**src/rtl/mips_controller_if.sv**
```systemverilog
// Control bus between the multi-cycle MIPS controller and its datapath.
// The controller side drives the mux selects and enables and reads back
// the fetched instruction fields and the ALU zero flag.
interface mips_controller_if;
    logic [5:0]  opcode;
    logic [5:0]  funct;
    logic        zero;
    logic        reg_dst;
    logic        jal_reg;
    logic        pc_to_reg;
    logic        alu_src;
    logic        mem_to_reg;
    logic        jump_sel;
    logic        pc_jump;
    logic        pc_src;
    logic        reg_write;
    logic        mem_read;
    logic        mem_write;
    logic [2:0]  alu_cntrl;
    logic        pc_write;
    logic        illegal;
    logic [15:0] retired;

    // Controller side
    modport master (
        input  opcode, funct, zero,
        output reg_dst, jal_reg, pc_to_reg, alu_src, mem_to_reg,
               jump_sel, pc_jump, pc_src, reg_write, mem_read, mem_write,
               alu_cntrl, pc_write, illegal, retired
    );

    // Datapath side
    modport slave (
        output opcode, funct, zero,
        input  reg_dst, jal_reg, pc_to_reg, alu_src, mem_to_reg,
               jump_sel, pc_jump, pc_src, reg_write, mem_read, mem_write,
               alu_cntrl, pc_write, illegal, retired
    );
endinterface

```
**src/rtl/mips_controller.sv**
```systemverilog
// Multi-cycle MIPS control unit: FETCH/DECODE/EXEC/MEM/WB sequencer that
// decodes a latched copy of opcode/funct, confines all write enables and
// the PC strobe to each instruction's final state, counts retired
// instructions and flags unsupported encodings.
module mips_controller (
    input  logic              clk,
    input  logic              rst,
    mips_controller_if.master bus
);

    localparam logic [2:0] ALU_AND = 3'b000;
    localparam logic [2:0] ALU_OR  = 3'b001;
    localparam logic [2:0] ALU_ADD = 3'b010;
    localparam logic [2:0] ALU_SUB = 3'b110;
    localparam logic [2:0] ALU_SLT = 3'b111;

    localparam logic [5:0] OP_RTYPE = 6'b000000;
    localparam logic [5:0] OP_LW    = 6'b100011;
    localparam logic [5:0] OP_SW    = 6'b101011;
    localparam logic [5:0] OP_BEQ   = 6'b000100;
    localparam logic [5:0] OP_ADDI  = 6'b001000;
    localparam logic [5:0] OP_SLTI  = 6'b001010;
    localparam logic [5:0] OP_J     = 6'b000010;
    localparam logic [5:0] OP_JAL   = 6'b000011;

    localparam logic [5:0] FN_ADD = 6'b100000;
    localparam logic [5:0] FN_SUB = 6'b100010;
    localparam logic [5:0] FN_AND = 6'b100100;
    localparam logic [5:0] FN_OR  = 6'b100101;
    localparam logic [5:0] FN_SLT = 6'b101010;
    localparam logic [5:0] FN_JR  = 6'b001000;

    typedef enum logic [2:0] {
        S_FETCH, S_DECODE, S_EXEC, S_MEM, S_WB
    } state_t;

    typedef enum logic [3:0] {
        C_ADD, C_SUB, C_AND, C_OR, C_SLT, C_JR,
        C_ADDI, C_SLTI, C_LW, C_SW, C_BEQ, C_J, C_JAL, C_ILLEGAL
    } iclass_t;

    state_t      r_state;
    state_t      w_next_state;
    logic [5:0]  r_opcode;
    logic [5:0]  r_funct;
    logic [15:0] r_retired;
    iclass_t     w_class;
    logic        w_rtype_alu;

    logic        w_reg_dst, w_jal_reg, w_pc_to_reg, w_alu_src, w_mem_to_reg;
    logic        w_jump_sel, w_pc_jump, w_pc_src, w_reg_write;
    logic        w_mem_read, w_mem_write, w_pc_write, w_illegal;
    logic [2:0]  w_alu_cntrl;

    // State register
    // NOTE: sequential state uses non-blocking assignments so every flop
    // samples pre-edge values regardless of block ordering.
    always_ff @(posedge clk) begin
        if (!rst) begin
            r_state <= S_FETCH;
        end else begin
            r_state <= w_next_state;
        end
    end

    // Capture the instruction fields on the cycle that leaves FETCH
    always_ff @(posedge clk) begin
        if (!rst) begin
            r_opcode <= '0;
            r_funct  <= '0;
        end else if (r_state == S_FETCH) begin
            r_opcode <= bus.opcode;
            r_funct  <= bus.funct;
        end
    end

    // Retired-instruction counter, advanced by each PC strobe
    always_ff @(posedge clk) begin
        if (!rst) begin
            r_retired <= '0;
        end else if (w_pc_write) begin
            r_retired <= r_retired + 16'd1;
        end
    end

    // Classify the latched instruction
    // NOTE: every always_comb output gets a default first so no path
    // leaves a value unassigned and infers a latch.
    always_comb begin
        w_class = C_ILLEGAL;
        case (r_opcode)
            OP_RTYPE: begin
                case (r_funct)
                    FN_ADD:  w_class = C_ADD;
                    FN_SUB:  w_class = C_SUB;
                    FN_AND:  w_class = C_AND;
                    FN_OR:   w_class = C_OR;
                    FN_SLT:  w_class = C_SLT;
                    FN_JR:   w_class = C_JR;
                    default: w_class = C_ILLEGAL;
                endcase
            end
            OP_LW:   w_class = C_LW;
            OP_SW:   w_class = C_SW;
            OP_BEQ:  w_class = C_BEQ;
            OP_ADDI: w_class = C_ADDI;
            OP_SLTI: w_class = C_SLTI;
            OP_J:    w_class = C_J;
            OP_JAL:  w_class = C_JAL;
            default: w_class = C_ILLEGAL;
        endcase
    end

    assign w_rtype_alu = (w_class == C_ADD) || (w_class == C_SUB) ||
                         (w_class == C_AND) || (w_class == C_OR)  ||
                         (w_class == C_SLT);

    // Next-state sequencing
    always_comb begin
        w_next_state = S_FETCH;
        case (r_state)
            S_FETCH:  w_next_state = S_DECODE;
            S_DECODE: w_next_state = S_EXEC;
            S_EXEC: begin
                if (w_rtype_alu || w_class == C_ADDI || w_class == C_SLTI) begin
                    w_next_state = S_WB;
                end else if (w_class == C_LW || w_class == C_SW) begin
                    w_next_state = S_MEM;
                end else begin
                    w_next_state = S_FETCH;
                end
            end
            S_MEM:   w_next_state = (w_class == C_LW) ? S_WB : S_FETCH;
            S_WB:    w_next_state = S_FETCH;
            default: w_next_state = S_FETCH;
        endcase
    end

    // Control outputs from state and latched fields; all forced low in reset
    always_comb begin
        w_reg_dst    = 1'b0;
        w_jal_reg    = 1'b0;
        w_pc_to_reg  = 1'b0;
        w_alu_src    = 1'b0;
        w_mem_to_reg = 1'b0;
        w_jump_sel   = 1'b0;
        w_pc_jump    = 1'b0;
        w_pc_src     = 1'b0;
        w_reg_write  = 1'b0;
        w_mem_read   = 1'b0;
        w_mem_write  = 1'b0;
        w_alu_cntrl  = ALU_ADD;
        w_pc_write   = 1'b0;
        w_illegal    = 1'b0;
        case (r_state)
            S_EXEC: begin
                case (w_class)
                    C_ADD:  w_alu_cntrl = ALU_ADD;
                    C_SUB:  w_alu_cntrl = ALU_SUB;
                    C_AND:  w_alu_cntrl = ALU_AND;
                    C_OR:   w_alu_cntrl = ALU_OR;
                    C_SLT:  w_alu_cntrl = ALU_SLT;
                    C_ADDI: w_alu_src   = 1'b1;
                    C_SLTI: begin
                        w_alu_cntrl = ALU_SLT;
                        w_alu_src   = 1'b1;
                    end
                    C_LW, C_SW: w_alu_src = 1'b1;
                    C_BEQ: begin
                        w_alu_cntrl = ALU_SUB;
                        w_pc_src    = bus.zero;
                        w_pc_write  = 1'b1;
                    end
                    C_J: begin
                        w_jump_sel = 1'b1;
                        w_pc_jump  = 1'b1;
                        w_pc_write = 1'b1;
                    end
                    C_JAL: begin
                        w_jump_sel  = 1'b1;
                        w_pc_jump   = 1'b1;
                        w_jal_reg   = 1'b1;
                        w_pc_to_reg = 1'b1;
                        w_reg_write = 1'b1;
                        w_pc_write  = 1'b1;
                    end
                    C_JR: begin
                        w_pc_jump  = 1'b1;
                        w_pc_write = 1'b1;
                    end
                    default: begin
                        w_illegal  = 1'b1;
                        w_pc_write = 1'b1;
                    end
                endcase
            end
            S_MEM: begin
                if (w_class == C_LW) begin
                    w_mem_read = 1'b1;
                end else begin
                    w_mem_write = 1'b1;
                    w_pc_write  = 1'b1;
                end
            end
            S_WB: begin
                w_reg_write = 1'b1;
                w_pc_write  = 1'b1;
                if (w_class == C_LW) begin
                    w_mem_read   = 1'b1;
                    w_mem_to_reg = 1'b1;
                end else begin
                    w_reg_dst = w_rtype_alu;
                end
            end
            default: ;
        endcase
        if (!rst) begin
            w_reg_dst    = 1'b0;
            w_jal_reg    = 1'b0;
            w_pc_to_reg  = 1'b0;
            w_alu_src    = 1'b0;
            w_mem_to_reg = 1'b0;
            w_jump_sel   = 1'b0;
            w_pc_jump    = 1'b0;
            w_pc_src     = 1'b0;
            w_reg_write  = 1'b0;
            w_mem_read   = 1'b0;
            w_mem_write  = 1'b0;
            w_alu_cntrl  = 3'b000;
            w_pc_write   = 1'b0;
            w_illegal    = 1'b0;
        end
    end

    assign bus.reg_dst    = w_reg_dst;
    assign bus.jal_reg    = w_jal_reg;
    assign bus.pc_to_reg  = w_pc_to_reg;
    assign bus.alu_src    = w_alu_src;
    assign bus.mem_to_reg = w_mem_to_reg;
    assign bus.jump_sel   = w_jump_sel;
    assign bus.pc_jump    = w_pc_jump;
    assign bus.pc_src     = w_pc_src;
    assign bus.reg_write  = w_reg_write;
    assign bus.mem_read   = w_mem_read;
    assign bus.mem_write  = w_mem_write;
    assign bus.alu_cntrl  = w_alu_cntrl;
    assign bus.pc_write   = w_pc_write;
    assign bus.illegal    = w_illegal;
    assign bus.retired    = r_retired;

endmodule

```
**src/flat_wrapper.sv**
```systemverilog
// flat-port wrapper written by rule: the top's interface ports become plain ports
module mips_controller_flat 
  (clk, rst, bus_opcode, bus_funct, bus_zero, bus_reg_dst, bus_jal_reg, bus_pc_to_reg, bus_alu_src, bus_mem_to_reg, bus_jump_sel, bus_pc_jump, bus_pc_src, bus_reg_write, bus_mem_read, bus_mem_write, bus_alu_cntrl, bus_pc_write, bus_illegal, bus_retired);
  mips_controller_if bus_i ();
  input  logic clk;
  input  logic rst;
  input wire logic [$bits(bus_i.opcode)-1:0] bus_opcode;
  input wire logic [$bits(bus_i.funct)-1:0] bus_funct;
  input wire logic [$bits(bus_i.zero)-1:0] bus_zero;
  output wire logic [$bits(bus_i.reg_dst)-1:0] bus_reg_dst;
  output wire logic [$bits(bus_i.jal_reg)-1:0] bus_jal_reg;
  output wire logic [$bits(bus_i.pc_to_reg)-1:0] bus_pc_to_reg;
  output wire logic [$bits(bus_i.alu_src)-1:0] bus_alu_src;
  output wire logic [$bits(bus_i.mem_to_reg)-1:0] bus_mem_to_reg;
  output wire logic [$bits(bus_i.jump_sel)-1:0] bus_jump_sel;
  output wire logic [$bits(bus_i.pc_jump)-1:0] bus_pc_jump;
  output wire logic [$bits(bus_i.pc_src)-1:0] bus_pc_src;
  output wire logic [$bits(bus_i.reg_write)-1:0] bus_reg_write;
  output wire logic [$bits(bus_i.mem_read)-1:0] bus_mem_read;
  output wire logic [$bits(bus_i.mem_write)-1:0] bus_mem_write;
  output wire logic [$bits(bus_i.alu_cntrl)-1:0] bus_alu_cntrl;
  output wire logic [$bits(bus_i.pc_write)-1:0] bus_pc_write;
  output wire logic [$bits(bus_i.illegal)-1:0] bus_illegal;
  output wire logic [$bits(bus_i.retired)-1:0] bus_retired;
  assign bus_i.opcode = bus_opcode;
  assign bus_i.funct = bus_funct;
  assign bus_i.zero = bus_zero;
  assign bus_reg_dst = bus_i.reg_dst;
  assign bus_jal_reg = bus_i.jal_reg;
  assign bus_pc_to_reg = bus_i.pc_to_reg;
  assign bus_alu_src = bus_i.alu_src;
  assign bus_mem_to_reg = bus_i.mem_to_reg;
  assign bus_jump_sel = bus_i.jump_sel;
  assign bus_pc_jump = bus_i.pc_jump;
  assign bus_pc_src = bus_i.pc_src;
  assign bus_reg_write = bus_i.reg_write;
  assign bus_mem_read = bus_i.mem_read;
  assign bus_mem_write = bus_i.mem_write;
  assign bus_alu_cntrl = bus_i.alu_cntrl;
  assign bus_pc_write = bus_i.pc_write;
  assign bus_illegal = bus_i.illegal;
  assign bus_retired = bus_i.retired;
  mips_controller u_core (.clk(clk), .rst(rst), .bus(bus_i));
endmodule
```
**config.mk**
```make
export PLATFORM = sky130hd
export DESIGN_NAME = mips_controller_flat
export DESIGN_NICKNAME = d
export VERILOG_FILES = /design/src/rtl/mips_controller_if.sv /design/src/rtl/mips_controller.sv /design/src/flat_wrapper.sv
export SDC_FILE = /design/constraint.sdc
export NUM_CORES = 1
export LEC_CHECK = 0
export ABC_CLOCK_PERIOD_IN_PS = 2900
export CAP_MARGIN = 20
export CORE_MARGIN = 5
export CORE_UTILIZATION = 50
export DETAILED_ROUTE_END_ITERATION = 10
export PLACE_DENSITY = 0.8
export SLEW_MARGIN = 10
export SYNTH_ARGS = -nofsm -noshare
export SYNTH_HDL_FRONTEND = slang
export SYNTH_SLANG_ARGS = --single-unit
export TNS_END_PERCENT = 30
```
**constraint.sdc**
```tcl
create_clock -name clk -period 2.9 [get_ports clk]
set_input_delay 0.58 -clock clk [delete_from_list [all_inputs] [get_ports clk]]
set_output_delay 0.58 -clock clk [all_outputs]
set_load 0.05 [all_outputs]
```
==> Implementation_results.wiki, run 1 <==
{| class="wikitable"
! Metric !! Value
|-
| CTS tree || built
|-
| DR WL/cell || 14.83 um
|-
| Syn Nets || 284
|-
| Kind of launch point of the worst setup path || flop
|-
| Capturing instance or port of the critical path || bus_pc_jump
|-
| RR Endpoint || u_core.bus.retired[14]
|-
| Total via count after detailed routing || 2,101
|-
| DRT antenna net count || 0
|-
| Synthesized instance count || 268
|-
| Register-to-register setup slack || 0.38 ns
|-
| Maximum number of pins on one net before global-route repair || 29
|-
| Pwr Total || 1.216 mW
|-
| Fraction of final layout cells sized beyond drive strength 1 || 22.53%
|-
| Clock-pin slew of the registers on the worst-case setup and hold paths || 0.06 ns
|-
| Layout filler cell count || 304
|-
| RD Place Congestion || 0.8710
|-
| Number of buffers added on ports || 46
|-
| Number of global-route vias before repair || 1,971
|-
| CTS hold repair buffers || 0
|-
| R2r startpoint || u_core.r_opcode[0]
|-
| Placeable Area || 3914 um2
|-
| Worst setup slack before clock tree synthesis || -0.02257 ns
|-
| Sink count of the clock tree || 31
|-
| Avg Vias per Cell || 5.618
|-
| Setup slack of the critical path after layout || -0.008796 ns
|-
| Deepest level of the CTS H-tree || 2
|-
| Final Max Tran Viols || 0
|-
| Sum of routed wire length over all layers || 5546 um
|-
| Global router's overall resource usage || 21.80%
|-
| Detailed router's first-iteration violation count || 130
|-
| Maximum capacitance violations || 0
|-
| Yosys warns || 0
|-
| Most common cell after layout, fill and taps aside || sky130_fd_sc_hd__nand2_1
|-
| P&R area growth vs syn || 45.97%
|-
| Total clock buffers created by CTS || 5
|-
| Clock insertion delay at the later pin of the skew report || 0.28 ns
|-
| Number of failing setup endpoints in the final timing report || 1
|-
| Global-route wire length before repair || 9114 um
|-
| Count of pins on the block boundary || 47
|-
| Root buffer selected by CTS || sky130_fd_sc_hd__clkbuf_8
|-
| CP Max Fanout || 7
|-
| Required time worst endpoint || 2.32 ns
|-
| Failing checks || negative setup slack
|-
| Period minus WS final || 2.909 ns
|-
| Headroom to the max-slew limit || 65.64%
|-
| Slew of the pin with the lowest slew margin || 0.5137 ns
|-
| Cell Area, Placed || 2665 um2
|-
| Number of register bits inferred by synthesis || 31
|-
| Maximum vdd ir drop || 0.0003786 V
|-
| Hold Fails Final Rpt || 0
|-
| Highest Clock Rate || 343.8 MHz
|-
| Netlist area before placement || 1987 um2
|-
| Distinct cell type count of the synthesized netlist || 53
|-
| Avg Synthesized Cell Area || 7.414 um2
|-
| Post-route fraction of the period consumed by the critical path || 100.3%
|-
| Clock skew || 0.006578 ns
|-
| Path type of the worst setup path || reg -> out
|-
| Beginning of the critical path || u_core.r_funct[2]
|-
| DRC || 0
|-
| P_leak || 1.073 nW
|-
| Die height || 73.04 um
|-
| Die outline area || 5335 um2
|-
| Commonest cells after routing, fill and taps aside || sky130_fd_sc_hd__nand2_1, sky130_fd_sc_hd__clkdlybuf4s50_1, sky130_fd_sc_hd__dfxtp_1
|-
| Fin nets || 340
|-
| Power per Cell Area || 419.2 nW/um2
|-
| Half-perimeter wire length of the detailed placement result || 3954 um
|-
| Portion of the post-synthesis area used by sequential elements || 31.23%
|-
| Number of flops mapped to enable cells by yosys || 0
|-
| Cell row count || 23
|-
| Overflow left after global routing || 0
|-
| Class of the tightest hold or removal check || reg -> reg
|-
| RSZ-0062 raised after global routing || true
|-
| Iteration count of the initial detailed-routing pass || 4
|-
| Count of antenna diodes in the layout || 0
|-
| Post-layout instance area || 2900 um2
|-
| Initial antenna violation count || 0
|-
| Async set-or-reset flop fraction in the synthesized netlist || 0%
|-
| Predominant post-synthesis flop cell || sky130_fd_sc_hd__dfxtp_1
|-
| Endpoint arrival time on the critical path || 2.33 ns
|-
| Critical Path End Type || output port
|-
| Result of the run || complete, but fails checks
|-
| Starting utilization of the core area || 50.77%
|-
| Width of the die || 73.04 um
|-
| Maximum buffer depth of the clock tree || 2
|-
| R2r worst-path depth || 9
|}
## metrics by stage
stage / util, % / hold WS [ns] / std cells / setup TNS, ns
6_report: 74.10 / 0.4802 / 374 / -0.008796
5_1_grt: 74.10 / 0.5103 / 374 / -0.6797
4_1_cts: 72.28 / 0.4883 / 372 / 0
3_5_place_dp: 68.09 / 0.4759 / 360 / -0.02257
3_3_place_gp: 68.09 / 0.4586 / 360 / 0
2_1_floorplan: - / 0.4599 / 268 / -0.5883
## how the worst min path moves through the flow
stage / endpoint / start / cells past startpoint
finish: u_core.bus.retired[8] / u_core.bus.retired[8] / 2
global route: u_core.r_funct[5] / u_core.r_funct[5] / 2
CTS: u_core.bus.retired[8] / u_core.bus.retired[8] / 2
detailed placement: u_core.bus.retired[8] / u_core.bus.retired[8] / 2
global placement: u_core.bus.retired[8] / u_core.bus.retired[8] / 2
floorplan: u_core.r_funct[4] / u_core.r_funct[4] / 2
## layout make-up
cell class              instances  area (um2)  area share, %
clock buffers                   6       82.58          2.847
well taps                      50       62.56          2.157
repair buffers                 68       780.7          26.92
multi-input cells             207        1297          44.74
clock inverters                 1       5.005         0.1726
inverters                      11       41.29          1.424
flip-flops and latches         31       630.6          21.74
## critical path, stage by stage (launching register included)
cell and delay (ns):
sky130_fd_sc_hd__dfxtp_2 0.40, sky130_fd_sc_hd__mux2i_1 0.27, sky130_fd_sc_hd__a31oi_1 0.14, sky130_fd_sc_hd__o311a_1 0.34, sky130_fd_sc_hd__nor3_2 0.30, sky130_fd_sc_hd__nand2b_4 0.09
sky130_fd_sc_hd__o22a_1 0.19, sky130_fd_sc_hd__nor2_2 0.16, sky130_fd_sc_hd__buf_12 0.15
## routing by layer
| layer | part of all wire [%] | track usage, % | routed length (um) |
|---|---|---|---|
| met1 | 44 | 27.17 | 2426 |
| met2 | 50 | 36.54 | 2757 |
| met3 | 4.9 | 5.096 | 270 |
| met4 | 1.6 | 7.582 | 91 |
| met5 | 0 | 0 | 0 |
## Yosys cell counts, types with 2 or more instances
master | instances | share of area (%)
sky130_fd_sc_hd__nand2_1 | 48 | 9.1
sky130_fd_sc_hd__dfxtp_1 | 31 | 31
sky130_fd_sc_hd__nor2_1 | 24 | 4.5
sky130_fd_sc_hd__a21oi_1 | 23 | 5.8
sky130_fd_sc_hd__clkbuf_1 | 10 | 1.9
sky130_fd_sc_hd__inv_1 | 10 | 1.9
sky130_fd_sc_hd__nand2b_1 | 10 | 3.1
sky130_fd_sc_hd__nor3_1 | 10 | 2.5
sky130_fd_sc_hd__nand3_1 | 7 | 1.8
sky130_fd_sc_hd__o21ai_0 | 7 | 1.8
sky130_fd_sc_hd__o31ai_1 | 7 | 2.6
sky130_fd_sc_hd__and3_1 | 5 | 1.6
sky130_fd_sc_hd__o211ai_1 | 5 | 1.9
sky130_fd_sc_hd__or3_1 | 5 | 1.6
sky130_fd_sc_hd__buf_2 | 4 | 1.0
sky130_fd_sc_hd__buf_6 | 4 | 2.3
sky130_fd_sc_hd__mux2i_1 | 4 | 2.0
sky130_fd_sc_hd__or4_1 | 4 | 1.5
sky130_fd_sc_hd__a211oi_1 | 3 | 1.1
sky130_fd_sc_hd__nor3b_1 | 3 | 1.1
sky130_fd_sc_hd__xnor2_1 | 3 | 1.3
sky130_fd_sc_hd__a21boi_0 | 2 | 0.76
sky130_fd_sc_hd__a22oi_1 | 2 | 0.76
sky130_fd_sc_hd__and2_1 | 2 | 0.63
sky130_fd_sc_hd__nand4_1 | 2 | 0.63
sky130_fd_sc_hd__nor2b_1 | 2 | 0.63
sky130_fd_sc_hd__o21a_1 | 2 | 0.76
sky130_fd_sc_hd__o311ai_1 | 2 | 0.88
sky130_fd_sc_hd__or2_2 | 2 | 0.63
sky130_fd_sc_hd__xor2_1 | 2 | 0.88
## sequential cells by signal, indices dropped and copies added, names as in the netlist
signal / count
u_core.r_state: 3
u_core.r_opcode: 6
u_core.r_funct: 6
u_core.bus.retired: 16
## logic make-up after synthesis
family                   after synthesis  share of synthesized area [%]
AO/OA/AOI/OAI                         65                          22.73
adder cells (fa/ha/maj)                1                         0.6296
flip-flops                            31                          31.23
buffers and inverters                 30                          7.620
multiplexers                           5                          2.582
AND/OR/NAND/NOR                      131                          33.00
XOR/XNOR                               5                          2.204
## repair_timing
item	CTS	global route
endpoints found under the hold margin	0	0
setup endpoints to repair	8	9
buffers inserted	5	2
pin swaps	2	7
gates resized for setup	12	14
## report_power, final
group | switching (mW) | internal, mW
Sequential | 0.0323 | 0.448
Clock | 0.154 | 0.186
Combinational | 0.224 | 0.172
Note: power is estimated with default switching activity, not from simulation.
==> inputs of run 2 (changes only) <==
Settings changed: CAP_MARGIN 20 to 30.
==> results of run 2 <==
The final DEF is identical to that of run 1; final timing and power are the same.
==> inputs of run 3 (changes only) <==
Settings changed: CORE_MARGIN 5 to unset, PLACE_DENSITY 0.8 to 0.83.
==> run 3 against run 2 <==
  * The run now ends clean
  * Sequential cell count unchanged
  * Count of clock-buffer cells in the layout increased by 1
  * Critical path type is now in -> out
  * Via count increased by 3.3%
  * Power is 4.4% higher
  * Setup slack improved by 0.042 ns
  * First-iteration DRC count rose by 45%
  * Sequential power about the same
  * Maximum frequency up 1.4%
  * Cell area is essentially flat
  * Critical path depth down 2
  * Largest cell class unchanged
==> Implementation_results.wiki, run 3 (synthesized netlist as in run 1, its figures left out) <==
{| class="wikitable"
! Metric !! Value
|-
| Die height || 65.04 um (was 73.04 um)
|-
| Total clock buffers created by CTS || 5 (unchanged)
|-
| Clock skew || 0.005576 ns (was 0.006578 ns)
|-
| Count of pins on the block boundary || 47 (unchanged)
|-
| Most common cell after layout, fill and taps aside || sky130_fd_sc_hd__nand2_1 (unchanged)
|-
| Maximum buffer depth of the clock tree || 2 (unchanged)
|-
| Initial antenna violation count || 0 (unchanged)
|-
| Startpoint of the lowest-slack hold path || u_core.bus.retired[8] (unchanged)
|-
| Internal Pwr Total || 0.8400 mW (was 0.8060 mW)
|-
| Clock share of power || 30.4% (was 27.9%)
|-
| Class of the tightest hold or removal check || reg -> reg (unchanged)
|-
| Slew of the pin with the lowest slew margin || 0.5065 ns (was 0.5137 ns)
|-
| Count of placed standard cells in the final layout, fillers left out || 372 (was 374)
|-
| Clock-pin slew of the registers on the worst-case setup and hold paths || 0.07 ns (was 0.06 ns)
|-
| Sink count of the clock tree || 31 (unchanged)
|-
| Area taken by multi-input logic gates || 1286 um2 (was 1297 um2)
|-
| R2r startpoint || u_core.r_opcode[5] (was u_core.r_opcode[0])
|-
| Required time worst endpoint || 2.32 ns (about the same)
|-
| Post-Place Cells || 358 (was 360)
|-
| Maximum capacitance violations || 0 (unchanged)
|-
| Sum of routed wire length over all layers || 5310 um (was 5546 um)
|-
| Power per Cell Area || 437.7 nW/um2 (was 419.2 nW/um2)
|-
| Die outline area || 4230 um2 (was 5335 um2)
|-
| Cell row count || 22 (was 23)
|-
| Final core utilization || 77.44% (was 74.10%)
|-
| Critical path buffer and inverter count || 2 (was 1)
|-
| Headroom to the max-slew limit || 66.13% (was 65.64%)
|-
| Endpoint arrival time on the critical path || 2.29 ns (was 2.33 ns)
|-
| Period minus WS final || 2.867 ns (was 2.909 ns)
|-
| P_leak || 1.067 nW (was 1.073 nW)
|-
| Fraction of final layout cells sized beyond drive strength 1 || 21.30% (was 22.53%)
|-
| CP Max Fanout || 3 (was 7)
|-
| Global router's overall resource usage || 25.81% (was 21.80%)
|-
| Placeable Area || 3744 um2 (was 3914 um2)
|-
| Total via count after detailed routing || 2,170 (was 2,101)
|-
| Maximum number of pins on one net before global-route repair || 29 (unchanged)
|-
| R2r worst-path depth || 9 (unchanged)
|-
| CP cell instances || clkdlybuf4s50_1 > nand3b_1 > or2_2 > or3_1 > o21ai_1 > buf_12 (was mux2i_1 > a31oi_1 > o311a_1 > nor3_2 > nand2b_4 > o22a_1 > nor2_2 > buf_12)
|-
| Deepest level of the CTS H-tree || 2 (unchanged)
|-
| Portion of total power attributed to combinational logic || 31.8% (was 32.6%)
|-
| Hold-critical path endpoint || u_core.bus.retired[8] (unchanged)
|-
| Maximum vdd ir drop || 0.0004560 V (was 0.0003786 V)
|-
| Path type of the worst setup path || in -> out (was reg -> out)
|-
| Register cell area after layout || 630.6 um2 (unchanged)
|-
| Highest Clock Rate || 348.8 MHz (was 343.8 MHz)
|-
| Root buffer selected by CTS || sky130_fd_sc_hd__clkbuf_8 (unchanged)
|-
| Switch share || 33.80% (was 33.71%)
|-
| Number of failing setup endpoints in the final timing report || 0 (was 1)
|-
| Sequential fraction of design power || 37.8% (was 39.5%)
|-
| Hold Fails Final Rpt || 0 (unchanged)
|-
| Count of antenna diodes in the layout || 0 (unchanged)
|-
| Fin nets || 339 (was 340)
|-
| Overflow left after global routing || 0 (unchanged)
|-
| Avg Vias per Cell || 5.833 (was 5.618)
|-
| RD Place Congestion || 0.8254 (was 0.8710)
|-
| DR WL/cell || 14.27 um (was 14.83 um)
|-
| Number of global-route vias before repair || 1,800 (was 1,971)
|-
| Starting utilization of the core area || 53.07% (was 50.77%)
|-
| Width of the die || 65.04 um (was 73.04 um)
|-
| DRT antenna net count || 0 (unchanged)
|-
| CTS tree || built (unchanged)
|-
| Clock insertion delay at the later pin of the skew report || 0.29 ns (was 0.28 ns)
|-
| Layout filler cell count || 278 (was 304)
|-
| P&R area growth vs syn || 45.91% (was 45.97%)
|-
| Result of the run || complete, no violations (was complete, but fails checks)
|-
| Global-route wire length before repair || 8355 um (was 9114 um)
|-
| Setup TNS || 0 ns (was -0.008796 ns)
|-
| Number of buffers added on ports || 46 (unchanged)
|-
| Half-perimeter wire length of the detailed placement result || 3606 um (was 3954 um)
|-
| Final Max Tran Viols || 0 (unchanged)
|-
| Hold Crit Depth || 2 (unchanged)
|-
| RR Endpoint || u_core.bus.retired[13] (was u_core.bus.retired[14])
|-
| Critical path's top delay family || simple AND/OR/NAND/NOR gates (was compound AO/OA/AOI/OAI gates)
|-
| Psw || 0.4289 mW (was 0.4099 mW)
|-
| Register-to-register setup slack || 0.36 ns (was 0.38 ns)
|-
| Detailed router's first-iteration violation count || 189 (was 130)
|-
| Iteration count of the initial detailed-routing pass || 4 (unchanged)
|-
| Kind of launch point of the worst setup path || input port (was flop)
|-
| Critical Path End Type || output port (unchanged)
|-
| Critical path's slowest cell || sky130_fd_sc_hd__clkdlybuf4s50_1 (was sky130_fd_sc_hd__dfxtp_2)
|-
| Flip-flop count of the largest register, all copies and words added || 16 (unchanged)
|-
| Commonest cells after routing, fill and taps aside || sky130_fd_sc_hd__nand2_1, sky130_fd_sc_hd__clkdlybuf4s50_1, sky130_fd_sc_hd__dfxtp_1 (unchanged)
|-
| Post-route fraction of the period consumed by the critical path || 98.87% (was 100.3%)
|-
| RSZ-0062 raised after global routing || true (unchanged)
|-
| Stage delay of the slowest cell on the critical path || 0.50 ns (was 0.40 ns)
|-
| DRC || 0 (unchanged)
|}
run 3: worst max-delay path by stage:
stage	start	end	slack, ns	cells past startpoint
final	rst	bus_reg_write	0.03	6
after global routing	u_core.r_opcode[5]	bus_pc_jump	-0.07	8
after CTS	u_core.r_opcode[0]	bus_jump_sel	0.002	7
after detailed placement	rst	bus_reg_write	-0.08	6
after global placement	rst	bus_reg_write	-0.02	6
after floorplan	u_core.r_funct[1]	bus_reg_write	-0.27	7
run 3: power by group through the flow:
stage	Sequential [mW]	Combinational [mW]	Clock (mW)
floorplan	0.480	0.252	0
global placement	0.485	0.333	0
detailed placement	0.486	0.344	0
CTS	0.477	0.360	0.386
global route	0.483	0.437	0.411
finish	0.480	0.403	0.386
run 3: final cells by class:
cell class | instances | share of cell area [%]
Multi-Input combinational cell | 207 | 44.37
Timing Repair Buffer | 67 | 26.80
Sequential cell | 31 | 21.75
Clock buffer | 7 | 3.323
Tap cell | 48 | 2.072
Inverter | 11 | 1.424
Clock inverter | 1 | 0.2590
run 3: per-stage QoR:
stage	hold slack, ns	cell area (um2)	power (mW)	setup slack [ns]
floorplan	0.4599	1992	0.7318	-0.2681
global placement	0.4637	2663	0.8183	-0.01951
detailed placement	0.4857	2663	0.8302	-0.08443
CTS	0.4979	2800	1.223	0.001901
global route	0.5205	2899	1.332	-0.07379
finish	0.4902	2899	1.269	0.03275
run 3: tightest hold or removal path, stage by stage (launching register included):
cell	delay (ns)
sky130_fd_sc_hd__dfxtp_1	0.33
sky130_fd_sc_hd__nand2_1	0.06
sky130_fd_sc_hd__mux2i_1	0.05
run 3: timing repair:
| action | 4_1_cts | 5_1_grt |
|---|---|---|
| hold buffers | 0 | 0 |
| resized for setup | 5 | 19 |
| setup buffers | 3 | 3 |
| setup endpoints to repair | 8 | 10 |
| pin swaps | 3 | 6 |
run 3: routing by layer:
layer	GRT usage, %	share of wire, %	vias to the layer above
met5	0	0	-
met4	9.783	1.7	0
met3	5.634	5.8	10
met2	43.10	48	89
met1	32.25	44	1014
li1	-	-	1057
